## config.mk

```make
export PLATFORM = sky130hd
export DESIGN_NAME = game_sequencer
export DESIGN_NICKNAME = d
export VERILOG_FILES = /design/src/rtl/game_sequencer.sv
export SDC_FILE = /design/constraint.sdc
export NUM_CORES = 1
export LEC_CHECK = 0
export ABC_AREA = 1
export BUFFER_PORTS_ARGS = -buffer_cell sky130_fd_sc_hd__clkbuf_2
export CAP_MARGIN = 10
export CORE_ASPECT_RATIO = 2
export CORE_UTILIZATION = 30
export CTS_BUF_LIST = sky130_fd_sc_hd__clkbuf_16
export CTS_CLUSTER_SIZE = 16
export DETAILED_ROUTE_END_ITERATION = 16
export RECOVER_POWER = 25
export SYNTH_ARGS = -nofsm -noshare
export SYNTH_HDL_FRONTEND = slang
export SYNTH_SLANG_ARGS = --single-unit
```

## constraint.sdc

```tcl
create_clock -name clk -period 2.98 [get_ports clk]
set_clock_uncertainty 0.15 [all_clocks]
set_input_delay 0.596 -clock clk [delete_from_list [all_inputs] [get_ports clk]]
set_output_delay 0.596 -clock clk [all_outputs]
set_load 0.05 [all_outputs]
```

## src/rtl/game_sequencer.sv

```systemverilog
// game_sequencer: Dino Run play-state controller (idle, collision clear, run, dying, game over).
// Optional best-score register is built only when GAME_SEQ_HIGH_SCORE_EN is defined.
//
// state | meaning
// IDLE  | waiting for start, collision unit held in clear
// ARM   | collision unit clear pulse, CLR_CYCLES clocks
// RUN   | world scrolling, score and speed advancing
// DYING | death animation, dino blinks, DEATH_FRAMES ticks
// OVER  | score frozen, waiting for restart
module game_sequencer #(
  parameter int CLR_CYCLES   = 4,
  parameter int SCORE_DIV    = 6,
  parameter int DEATH_FRAMES = 60,
  parameter int SPEED_STEP   = 100,
  parameter int MAX_SPEED    = 7
) (
  input  logic        clk,
  input  logic        clr,
  input  logic        start_btn,
  input  logic        frame_tick,
  input  logic        is_alive,
  output logic        collide_clr,
  output logic        run_en,
  output logic        dino_visible,
  output logic        game_over,
  output logic [2:0]  state,
  output logic [15:0] score,
  output logic [2:0]  speed_level,
  output logic [15:0] high_score
);

  localparam logic [2:0] S_IDLE  = 3'd0;
  localparam logic [2:0] S_ARM   = 3'd1;
  localparam logic [2:0] S_RUN   = 3'd2;
  localparam logic [2:0] S_DYING = 3'd3;
  localparam logic [2:0] S_OVER  = 3'd4;

  localparam int SPW = $clog2(SPEED_STEP + 1);

  localparam logic [3:0]     ARM_LOAD  = 4'(CLR_CYCLES - 1);
  localparam logic [5:0]     DIV_LAST  = 6'(SCORE_DIV - 1);
  localparam logic [7:0]     DEATH_END = 8'(DEATH_FRAMES);
  localparam logic [SPW-1:0] SPD_LAST  = SPW'(SPEED_STEP - 1);
  localparam logic [SPW-1:0] SPD_ONE   = SPW'(1);
  localparam logic [2:0]     SPEED_MAX = 3'(MAX_SPEED);
  localparam logic [15:0]    SCORE_MAX = 16'h9999;

  logic [2:0]     state_q, state_d;
  logic           start_prev_q;
  logic           start_press;
  logic [3:0]     arm_cnt_q, arm_cnt_d;
  logic           first_run_q, first_run_d;
  logic [5:0]     div_cnt_q, div_cnt_d;
  logic [SPW-1:0] spd_cnt_q, spd_cnt_d;
  logic [7:0]     death_cnt_q, death_cnt_d;
  logic [7:0]     death_inc;
  logic [15:0]    score_q, score_d;
  logic [2:0]     speed_q, speed_d;
  logic           clear_round;

  logic           collide_clr_q, collide_clr_d;
  logic           run_en_q, run_en_d;
  logic           dino_vis_q, dino_vis_d;
  logic           game_over_q, game_over_d;

  function automatic logic [15:0] bcd_inc(input logic [15:0] v);
    logic [15:0] r;
    logic        carry;
    r     = v;
    carry = 1'b1;
    for (int i = 0; i < 4; i++) begin
      if (carry) begin
        if (r[i*4 +: 4] == 4'd9) begin
          r[i*4 +: 4] = 4'd0;
        end else begin
          r[i*4 +: 4] = r[i*4 +: 4] + 4'd1;
          carry       = 1'b0;
        end
      end
    end
    return r;
  endfunction

  assign start_press = start_btn & ~start_prev_q;
  assign death_inc   = death_cnt_q + {7'd0, frame_tick};

  always_comb begin
    state_d     = state_q;
    arm_cnt_d   = arm_cnt_q;
    first_run_d = 1'b0;
    div_cnt_d   = div_cnt_q;
    spd_cnt_d   = spd_cnt_q;
    death_cnt_d = death_cnt_q;
    score_d     = score_q;
    speed_d     = speed_q;
    clear_round = 1'b0;

    case (state_q)
      S_IDLE, S_OVER: begin
        if (start_press) begin
          state_d     = S_ARM;
          arm_cnt_d   = ARM_LOAD;
          clear_round = 1'b1;
        end
      end
      S_ARM: begin
        if (arm_cnt_q == 4'd0) begin
          state_d     = S_RUN;
          first_run_d = 1'b1;
        end else begin
          arm_cnt_d = arm_cnt_q - 4'd1;
        end
      end
      S_RUN: begin
        // First RUN clock ignores is_alive: collision history is one cycle stale.
        if (!first_run_q && !is_alive) begin
          state_d     = S_DYING;
          death_cnt_d = {7'd0, frame_tick};
        end
      end
      S_DYING: begin
        death_cnt_d = death_inc;
        if (death_inc >= DEATH_END) begin
          state_d = S_OVER;
        end
      end
      default: state_d = S_IDLE;
    endcase

    if (clear_round) begin
      score_d   = '0;
      speed_d   = '0;
      div_cnt_d = '0;
      spd_cnt_d = '0;
    end

    // Keyed on the destination so a tick on the ARM->RUN edge is counted, and death blocks scoring.
    if (state_d == S_RUN && frame_tick) begin
      if (div_cnt_q == DIV_LAST) begin
        div_cnt_d = '0;
        if (score_q != SCORE_MAX) begin
          score_d = bcd_inc(score_q);
          if (spd_cnt_q == SPD_LAST) begin
            spd_cnt_d = '0;
            if (speed_q < SPEED_MAX) begin
              speed_d = speed_q + 3'd1;
            end
          end else begin
            spd_cnt_d = spd_cnt_q + SPD_ONE;
          end
        end
      end else begin
        div_cnt_d = div_cnt_q + 6'd1;
      end
    end
  end

  always_comb begin
    collide_clr_d = (state_d == S_IDLE) || (state_d == S_ARM) || (state_d == S_OVER);
    run_en_d      = (state_d == S_RUN);
    game_over_d   = (state_d == S_OVER);
    dino_vis_d    = (state_d == S_DYING) ? ~death_cnt_d[3] : 1'b1;
  end

  always_ff @(posedge clk or negedge clr) begin
    if (!clr) begin
      state_q       <= S_IDLE;
      start_prev_q  <= 1'b1;
      arm_cnt_q     <= '0;
      first_run_q   <= 1'b0;
      div_cnt_q     <= '0;
      spd_cnt_q     <= '0;
      death_cnt_q   <= '0;
      score_q       <= '0;
      speed_q       <= '0;
      collide_clr_q <= 1'b1;
      run_en_q      <= 1'b0;
      dino_vis_q    <= 1'b1;
      game_over_q   <= 1'b0;
    end else begin
      state_q       <= state_d;
      start_prev_q  <= start_btn;
      arm_cnt_q     <= arm_cnt_d;
      first_run_q   <= first_run_d;
      div_cnt_q     <= div_cnt_d;
      spd_cnt_q     <= spd_cnt_d;
      death_cnt_q   <= death_cnt_d;
      score_q       <= score_d;
      speed_q       <= speed_d;
      collide_clr_q <= collide_clr_d;
      run_en_q      <= run_en_d;
      dino_vis_q    <= dino_vis_d;
      game_over_q   <= game_over_d;
    end
  end

`ifdef GAME_SEQ_HIGH_SCORE_EN
  logic [15:0] high_score_q;

  // Packed valid BCD orders the same as its decimal value, so a plain compare is digit-3-first.
  always_ff @(posedge clk or negedge clr) begin
    if (!clr) begin
      high_score_q <= '0;
    end else if (state_q == S_DYING && state_d == S_OVER && score_q > high_score_q) begin
      high_score_q <= score_q;
    end
  end

  assign high_score = high_score_q;
`else
  assign high_score = 16'h0000;
`endif

  assign collide_clr  = collide_clr_q;
  assign run_en       = run_en_q;
  assign dino_visible = dino_vis_q;
  assign game_over    = game_over_q;
  assign state        = state_q;
  assign score        = score_q;
  assign speed_level  = speed_q;

endmodule

```

==> results of run 1 <==
[final cells by class]
cell class,instances,share of cell area
clock buffers,5,0.03086
repair buffers,39,0.05586
flip-flops and latches,53,0.3281
clock inverters,3,0.007099
multi-input cells,397,0.4731
inverters,65,0.06019
well taps,145,0.04475
[synth_stat cells (2+ instances only)]
| library cell | number | area share |
|---|---|---|
| o21ai_1 | 11 | 0.015 |
| o31ai_1 | 2 | 0.0041 |
| ha_1 | 8 | 0.028 |
| nor2_1 | 43 | 0.044 |
| dfrtp_1 | 50 | 0.34 |
| nor3_1 | 5 | 0.0069 |
| nor3_2 | 2 | 0.0055 |
| buf_4 | 20 | 0.041 |
| xor2_1 | 8 | 0.019 |
| nand3_1 | 37 | 0.051 |
| inv_2 | 10 | 0.010 |
| a21oi_1 | 6 | 0.0083 |
| nor2_2 | 7 | 0.012 |
| nand4_1 | 4 | 0.0069 |
| nand3_2 | 2 | 0.0055 |
| o22ai_1 | 6 | 0.010 |
| dfstp_2 | 3 | 0.022 |
| o21ai_0 | 40 | 0.055 |
| nand2_1 | 182 | 0.19 |
| o211ai_1 | 2 | 0.0041 |
| xnor2_1 | 4 | 0.0097 |
| nor2_4 | 2 | 0.0062 |
| nand2_2 | 2 | 0.0034 |
| clkbuf_1 | 3 | 0.0031 |
| buf_2 | 4 | 0.0055 |
| inv_1 | 54 | 0.056 |
| nand4_4 | 2 | 0.012 |
[power by group through the flow]
stage / combinational, mW / clock (mW) / sequential (mW)
2_1_floorplan: 0.588 / 0 / 1.06
3_3_place_gp: 0.870 / 0 / 0.960
3_5_place_dp: 0.885 / 0 / 0.967
4_1_cts: 0.888 / 0.655 / 0.953
5_1_grt: 0.977 / 0.682 / 0.968
6_report: 0.873 / 0.628 / 0.951
[sequential cells by signal, indices dropped and copies added, names as in the netlist, 3 cells and up]
register     count
death_cnt_q      8
arm_cnt_q        4
spd_cnt_q        7
speed_level      3
state            3
score           16
div_cnt_q        6
[worst max-delay path, cell delays in order]
cell,delay [ns]
clkbuf_2,0.13
ha_1,0.24
ha_1,0.20
nand2_1,0.11
inv_1,0.06
nor2_2,0.09
nand2_1,0.06
nor2_1,0.09
nand2_1,0.10
nand4_4,0.11
nand3_2,0.10
nor2_4,0.20
buf_12,0.20
nand2_1,0.06
nand2_1,0.07
nand2_1,0.05
nand2_1,0.05
[worst min path at each step]
stage	startpoint	endpoint	cells past startpoint
after CTS	clr	death_cnt_q[2]	2
after global routing	start_btn	start_prev_q	1
after detailed placement	arm_cnt_q[0]	arm_cnt_q[0]	1
after global placement	death_cnt_q[0]	death_cnt_q[0]	2
final	start_btn	start_prev_q	1
after floorplan	clr	arm_cnt_q[0]	0
[cells by family (layout without fill, tap and decap cells)]
group                    count (synthesis)  after routing
flip-flops                              53             53
buffers and inverters                   93            112
XOR/XNOR                                12             12
adder cells (fa/ha/maj)                  8              8
AND/OR/NAND/NOR                        290            290
AO/OA/AOI/OAI                           71             71
other                                    1             16
[layer usage]
layer | part of all wire | up-vias
met5 | 0 | -
met4 | 0.024 | 0
met3 | 0.031 | 11
met2 | 0.56 | 78
met1 | 0.38 | 1566
li1 | - | 1702
[stage by stage]
stage               setup slack (ns)  cells
floorplan                     0.6384    543
CTS                           0.5218    707
detailed placement            0.1991    699
finish                        0.5268    707
global route                  0.2827    707
global placement              0.2647    699
==> metrics.cfg, run 1 <==
[synthesis]
synth_edf_count = 0
synth-compound-area-share = 0.1079
ys_seq_area_frac = 0.3666
synth-async-reset-ratio = 1.000
synth_cell_types = 36
synth-simple-area-share = 0.3476
synth.area.mux_share = 0
ys_ff_latch = 53
synth_flop_cell = dfrtp_1
synthXorXnorAreaFrac = 0.02897
avgSynthCellArea_um2 = 6.872
netlist_instances = 528
yosysWarningCount = 0
synthAdderAreaFrac = 0.02759
synth_top_family_by_area = simple AND/OR/NAND/NOR gates
synth_area_um2 = 3628

[drt]
wl_per_cell_um = 12.46
firstDrtPassIters = 4
drtAntennaViolNets = 0
vias = 3357
vias_per_cell = 4.748
drtIter0Drc = 184
drcViolationCount = 0
wl_um = 8812

[setup_path]
required_ns = 3.07
end_kind = flop
timing.rr.end = score[13]
worstPathArrival_ns = 2.55
cp-startpoint = frame_tick
r2r_cells = 16
reg2reg_slack_ns = 0.59
crit_end = score[13]
worstPathMaxFanout = 26
cp-start-kind = input pin
path_class = in2reg
timing.rr.start = death_cnt_q[0]

[sta]
hold_viol = 0
post-route-period-util = 0.8232
rsz0062_at_grt = false
final.setup.tns_ns = 0
fin_crit_ns = 2.453
relSlewSlack = 0.08577
slew_violations = 0
fmax_ghz = 0.4076
hold_slack_ns = 0.2209
setup_viol_count_final = 0
tightest_slew_ns = 1.371

[power]
comb_power_share = 0.356
p_int_mw = 1.410
power_density_nw_per_um2 = 604.7
p_sw_mw = 1.042
switching_share = 0.4250
vdd_drop_max_mv = 0.6580
p_seq_frac = 0.388
p_total_mw = 2.452
p_leak_nw = 2.046
p_clk_frac = 0.256

[finish]
fillCellCount = 1265
final_nets = 574
drive_gt1_frac = 0.1388
diodes = 0
layout_commonest_cell = nand2_1
multi_input_comb_area_um2 = 1918
mostFrequentLayoutCells = 182 x nand2_1, 54 x inv_1, 50 x dfrtp_1, 43 x nor2_1, 40 x o21ai_0
area_delta_synth_final_pct = 11.72
regArea_um2 = 1330
final_area_um2 = 4054
final_util = 0.3444

[grt]
busiest_layer = met2
use_met1 = 0.1499
grt_max_degree = 54
grt_use_met2 = 0.2987
grt_usage = 0.1505
grtUsageMet3 = 0.01971
grt_overflow = 0
grt_pass1_vias = 3252
antenna_found_initial = 0
grt_pass1_wl_um = 14830

[clock_network]
cts_setup_buffers = 0
cts_hold_buf = 0
cts.sinks = 53
cts_root_buf = clkbuf_16
cts_buffer_depth = 2
cts_tree = built
path_clk_slew_ns = 0.08
clock_latency_ns = 0.30
cts_resized = 0
cts_made_buffers = 5
h-tree-depth = 2

[hold_path]
hold_class = in2reg

[placed_design]
gp_congestion = 0.8352
dpl-instance-area_um2 = 3916
numPortBuffers = 30
dp_hpwl_um = 6647

[floorplan]
start_util = 0.3082
fp-row-count = 56
dieArea_um2 = 12570
die_w_um = 79.77
fp.dieH_um = 157.5
core_um2 = 11770
pin_count = 47

[run_status]
outcome = finished clean

[flow_run]
maxCapViolCount = 0

(Power assumes the default switching activity.)
==> run 2: changes to the inputs <==
==> constraint.sdc (replaced) <==
create_clock -name clk -period 2.1 [get_ports clk]
set_clock_uncertainty 0.15 [all_clocks]
set_input_delay 0.42 -clock clk [delete_from_list [all_inputs] [get_ports clk]]
set_output_delay 0.42 -clock clk [all_outputs]
set_load 0.05 [all_outputs]
==> metrics.cfg, run 2 (synthesized netlist as in run 1, its figures left out) <==
[run_status]
outcome = finished with violations
violations = negative setup slack

[drt]
wl_um = 9585
drtAntennaViolNets = 0
wl_per_cell_um = 12.94
vias_per_cell = 4.823
drcViolationCount = 0
vias = 3574
firstDrtPassIters = 4
drtIter0Drc = 177

[floorplan]
fp-row-count = 56
pin_count = 47
fp.dieH_um = 157.5
die_w_um = 79.77
start_util = 0.3082
core_um2 = 11770
dieArea_um2 = 12570

[sta]
relSlewSlack = 0.3375
rsz0062_at_grt = true
slew_violations = 0
layout_setup_ws_ns = -0.1342
fin_crit_ns = 2.234
post-route-period-util = 1.064
tightest_slew_ns = 0.9937
fmax_ghz = 0.4476
setup_viol_count_final = 32
hold_viol = 0
hold_slack_ns = 0.06594
final.setup.tns_ns = -2.793

[finish]
mostFrequentLayoutCells = 171 x nand2_1, 53 x inv_1, 50 x dfrtp_1, 44 x nor2_1, 39 x o21ai_0
multi_input_comb_area_um2 = 2009
diodes = 0
largest_reg_flops = 16
drive_gt1_frac = 0.2081
final_nets = 608
layout_commonest_cell = nand2_1
area_delta_synth_final_pct = 24.52
regArea_um2 = 1330
fillCellCount = 1228

[grt]
grtUsageMet3 = 0.01971
grt_overflow = 0
use_met1 = 0.1665
grt_use_met2 = 0.3073
grt_pass1_vias = 3504
busiest_layer = met2
antenna_found_initial = 0
grt_usage = 0.1623
grt_max_degree = 22
grt_pass1_wl_um = 15940

[setup_path]
crit_end = spd_cnt_q[6]
max_stage_delay_ns = 0.42
path_cells = ha_4, ha_4, nand2_4, inv_2, nor2_2, nand2_1, nor2_1, nand2_1, nand4_4, nand3_4, nor2_4, buf_4, buf_12, o21ai_0, o21ai_0
r2r_cells = 15
cp-start-kind = flop
timing.rr.end = spd_cnt_q[6]
crit_buf_inv = 3
required_ns = 2.17
cp-startpoint = death_cnt_q[0]
end_kind = flop
worstPathArrival_ns = 2.31
path_class = reg2reg
cp.depth = 15
timing.rr.start = death_cnt_q[0]
crit_family = simple AND/OR/NAND/NOR gates
worstPathMaxFanout = 11
cp_slowest_cell = dfrtp_1
reg2reg_slack_ns = -0.13

[flow_run]
maxCapViolCount = 0

[clock_network]
cts_tree = built
cts_made_buffers = 5
cts.sinks = 53
cts_root_buf = clkbuf_16
cts_buffer_depth = 2
h-tree-depth = 2
path_clk_slew_ns = 0.08
clock_latency_ns = 0.30

[power]
p_leak_nw = 2.252
power_density_nw_per_um2 = 842.5
vdd_drop_max_mv = 0.6397

[placed_design]
dp_hpwl_um = 7002
numPortBuffers = 30
gp_congestion = 0.8588

[hold_path]
hold_path_depth = 1
hold_class = in2reg

run 2: what timing repair did:
action / 4_1_cts / 5_1_grt
hold endpoints to repair: 14 / 0
pin swaps: 2 / 1
buffers inserted: 5 / 0
endpoints found under the setup margin: 31 / 32
hold buffers: 1 / 0
cloned: 2 / 1
gates resized for setup: 17 / 10
run 2: cell type report:
| cell class | instances | area share |
|---|---|---|
| Multi-Input combinational cell | 397 | 0.4448 |
| Sequential cell | 53 | 0.2944 |
| Timing Repair Buffer | 73 | 0.1321 |
| Inverter | 65 | 0.05511 |
| Tap cell | 145 | 0.04016 |
| Clock buffer | 5 | 0.02769 |
| Clock inverter | 3 | 0.005816 |
run 2: worst min path at each step:
stage / from / to
finish: start_btn / start_prev_q
global route: start_btn / start_prev_q
CTS: start_btn / start_prev_q
detailed placement: clr / death_cnt_q[1]
global placement: clr / death_cnt_q[1]
floorplan: clr / arm_cnt_q[0]
run 2: layer usage:
layer	part of all wire	vias up
li1	-	1775
met1	0.37	1678
met2	0.55	98
met3	0.035	23
met4	0.041	0
met5	0	-
run 2: report_power, final:
part	internal (mW)	leakage (nW)	total (mW)	switching [mW]
Sequential	1.21	0.714	1.36	0.151
Combinational	0.567	1.47	1.57	1.00
Clock	0.452	0.0680	0.881	0.429
Total	2.22	2.25	3.81	1.58
run 2: stage by stage:
stage / cell area, um2 / power (mW) / setup WS (ns) / utilization / instances
after floorplan: 3721 / 2.365 / 0.02245 / - / 543
after global placement: 4161 / 2.776 / -0.2127 / 0.3535 / 724
final: 4518 / 3.806 / -0.1342 / 0.3838 / 741
after detailed placement: 4161 / 2.812 / -0.2616 / 0.3535 / 724
after global routing: 4518 / 4.078 / -0.3043 / 0.3838 / 741
after CTS: 4472 / 3.805 / -0.1202 / 0.3799 / 740
==> run 3: changes to the inputs <==
--- a/config.mk
+++ b/config.mk
@@ -9,10 +9,11 @@
 export BUFFER_PORTS_ARGS = -buffer_cell sky130_fd_sc_hd__clkbuf_2
 export CAP_MARGIN = 10
 export CORE_ASPECT_RATIO = 2
-export CORE_UTILIZATION = 30
+export CORE_UTILIZATION = 45
 export CTS_BUF_LIST = sky130_fd_sc_hd__clkbuf_16
 export CTS_CLUSTER_SIZE = 16
 export DETAILED_ROUTE_END_ITERATION = 16
+export PLACE_DENSITY = 0.67
 export RECOVER_POWER = 25
 export SYNTH_ARGS = -nofsm -noshare
 export SYNTH_HDL_FRONTEND = slang
==> metrics.cfg, run 3 (synthesized netlist as in run 1, its figures left out) <==
[sta]
hold_viol = 0
layout_setup_ws_ns = -0.1463
slew_violations = 0
relSlewSlack = 0.3013
rsz0062_at_grt = true
setup_viol_count_final = 32
fin_crit_ns = 2.246
fmax_ghz = 0.4452
tightest_slew_ns = 1.048
post-route-period-util = 1.070

[drt]
vias_per_cell = 5.096
vias = 3552
firstDrtPassIters = 10
wl_per_cell_um = 12.98
drtIter0Drc = 194
drcViolationCount = 1
drtAntennaViolNets = 0
wl_um = 9045

[finish]
finalNonFillerCells = 697
layout_commonest_cell = nand2_1
drive_gt1_frac = 0.2363
mostFrequentLayoutCells = 159 x nand2_1, 53 x inv_1, 50 x dfrtp_1, 42 x nor2_1, 38 x o21ai_0
regArea_um2 = 1330
area_delta_synth_final_pct = 23.83
multi_input_comb_area_um2 = 2031
diodes = 0
largest_reg_flops = 16
final_nets = 613
fillCellCount = 763

[flow_run]
maxCapViolCount = 0

[floorplan]
dieArea_um2 = 8448
fp-row-count = 46
core_um2 = 7885
die_w_um = 65.50
pin_count = 47
start_util = 0.4602
fp.dieH_um = 129.0

[grt]
grt_pass1_vias = 3391
grt_usage = 0.2265
grt_overflow = 0
antenna_found_initial = 0
grt_pass1_wl_um = 14860
grt_max_degree = 36

[clock_network]
cts_root_buf = clkbuf_16
cts_tree = built
clock_latency_ns = 0.29
cts_made_buffers = 5
cts_buffer_depth = 2
path_clk_slew_ns = 0.07
cts.sinks = 53
h-tree-depth = 2

[setup_path]
path_cells = ha_4, ha_4, nand2_4, inv_2, nor2_4, nand2_1, nor2_1, nand2_1, nand4_4, nand4_4, buf_6, buf_6, nand2_4, inv_4, nand2_1, o21ai_0
cp-start-kind = flop
worstPathMaxFanout = 8
end_kind = flop
max_stage_delay_ns = 0.41
required_ns = 2.12
path_class = reg2reg
crit_top_cell = nand2_1
cp_slowest_cell = dfrtp_1
worstPathArrival_ns = 2.26

[run_status]
outcome = finished with violations
violations = design-rule violations, negative setup slack

[power]
power_density_nw_per_um2 = 883.9
vdd_drop_max_mv = 0.4127
p_total_mw = 3.971
p_leak_nw = 2.289

[placed_design]
dp_hpwl_um = 6678
gp_congestion = 0.8128
numPortBuffers = 30
dp.cells = 680

[hold_path]
hold_class = in2reg

[run 3: cell types whose count changed in the layout (fill, tap and decap cells not counted), sizes merged]
cell | before | now
buf | 40 | 47
bufinv | 0 | 2
clkbuf | 37 | 35
clkinv | 1 | 2
clkinvlp | 2 | 0
inv | 65 | 64
[run 3: worst max-delay path, delay by kind of cell, from the launching register on]
family	cells	cell delay (ns)
AOI/OAI and AO/OA	1	0.08
buffers and inverters	4	0.36
DFF	1	0.41
and+or+nand+nor	9	0.76
adders and majority gates	2	0.34
[run 3: layout make-up]
type | count | share of cell area
Sequential cell | 53 | 0.2960
Multi-Input combinational cell | 397 | 0.4520
Timing Repair Buffer | 78 | 0.1281
Inverter | 65 | 0.05486
Tap cell | 96 | 0.02673
Clock inverter | 3 | 0.01448
Clock buffer | 5 | 0.02785
[run 3: repair_timing]
item                                   4_1_cts  5_1_grt
endpoints found under the hold margin       18        0
resized for setup                           18       26
pin swaps                                   18       19
hold buffers                                 1        0
setup endpoints to repair                   30       32
setup buffers                                2        6
[run 3: per-stage QoR]
step,hold slack [ns],setup WS [ns],TNS [ns],util,area [um2]
2_1_floorplan,-0.02559,0.02245,0,-,3721
3_3_place_gp,0.2540,-0.2278,-5.099,0.5200,4100
3_5_place_dp,0.2612,-0.2615,-6.369,0.5200,4100
4_1_cts,0.06128,-0.1176,-2.038,0.5546,4373
5_1_grt,0.06233,-0.2997,-7.465,0.5698,4493
6_report,0.06643,-0.1463,-2.742,0.5698,4493
[run 3: per-layer routing]
metal,part of all wire,GRT usage,vias to the layer above
met5,0,0,-
met4,0.040,0.1240,0
met3,0.029,0.02571,27
met2,0.56,0.4263,83
met1,0.37,0.2339,1662
li1,-,-,1780
[run 3: power breakdown]
group / switching (mW) / internal, mW / total [mW] / leakage [nW]
Sequential: 0.155 / 1.21 / 1.36 / 0.714
Combinational: 0.996 / 0.560 / 1.56 / 1.48
Clock: 0.373 / 0.681 / 1.05 / 0.0938
Total: 1.52 / 2.45 / 3.97 / 2.29
[run 3: worst paths after layout]
check,start,to,slack (ns),cells past startpoint
max in group asynchronous,clr,start_prev_q,0.19,3
max,death_cnt_q[0],div_cnt_q[0],-0.15,16
max reg2reg,death_cnt_q[0],div_cnt_q[0],-0.15,16
min reg2reg,arm_cnt_q[0],arm_cnt_q[0],0.34,1
min in group asynchronous,clr,death_cnt_q[0],0.69,2
min,start_btn,start_prev_q,0.07,1
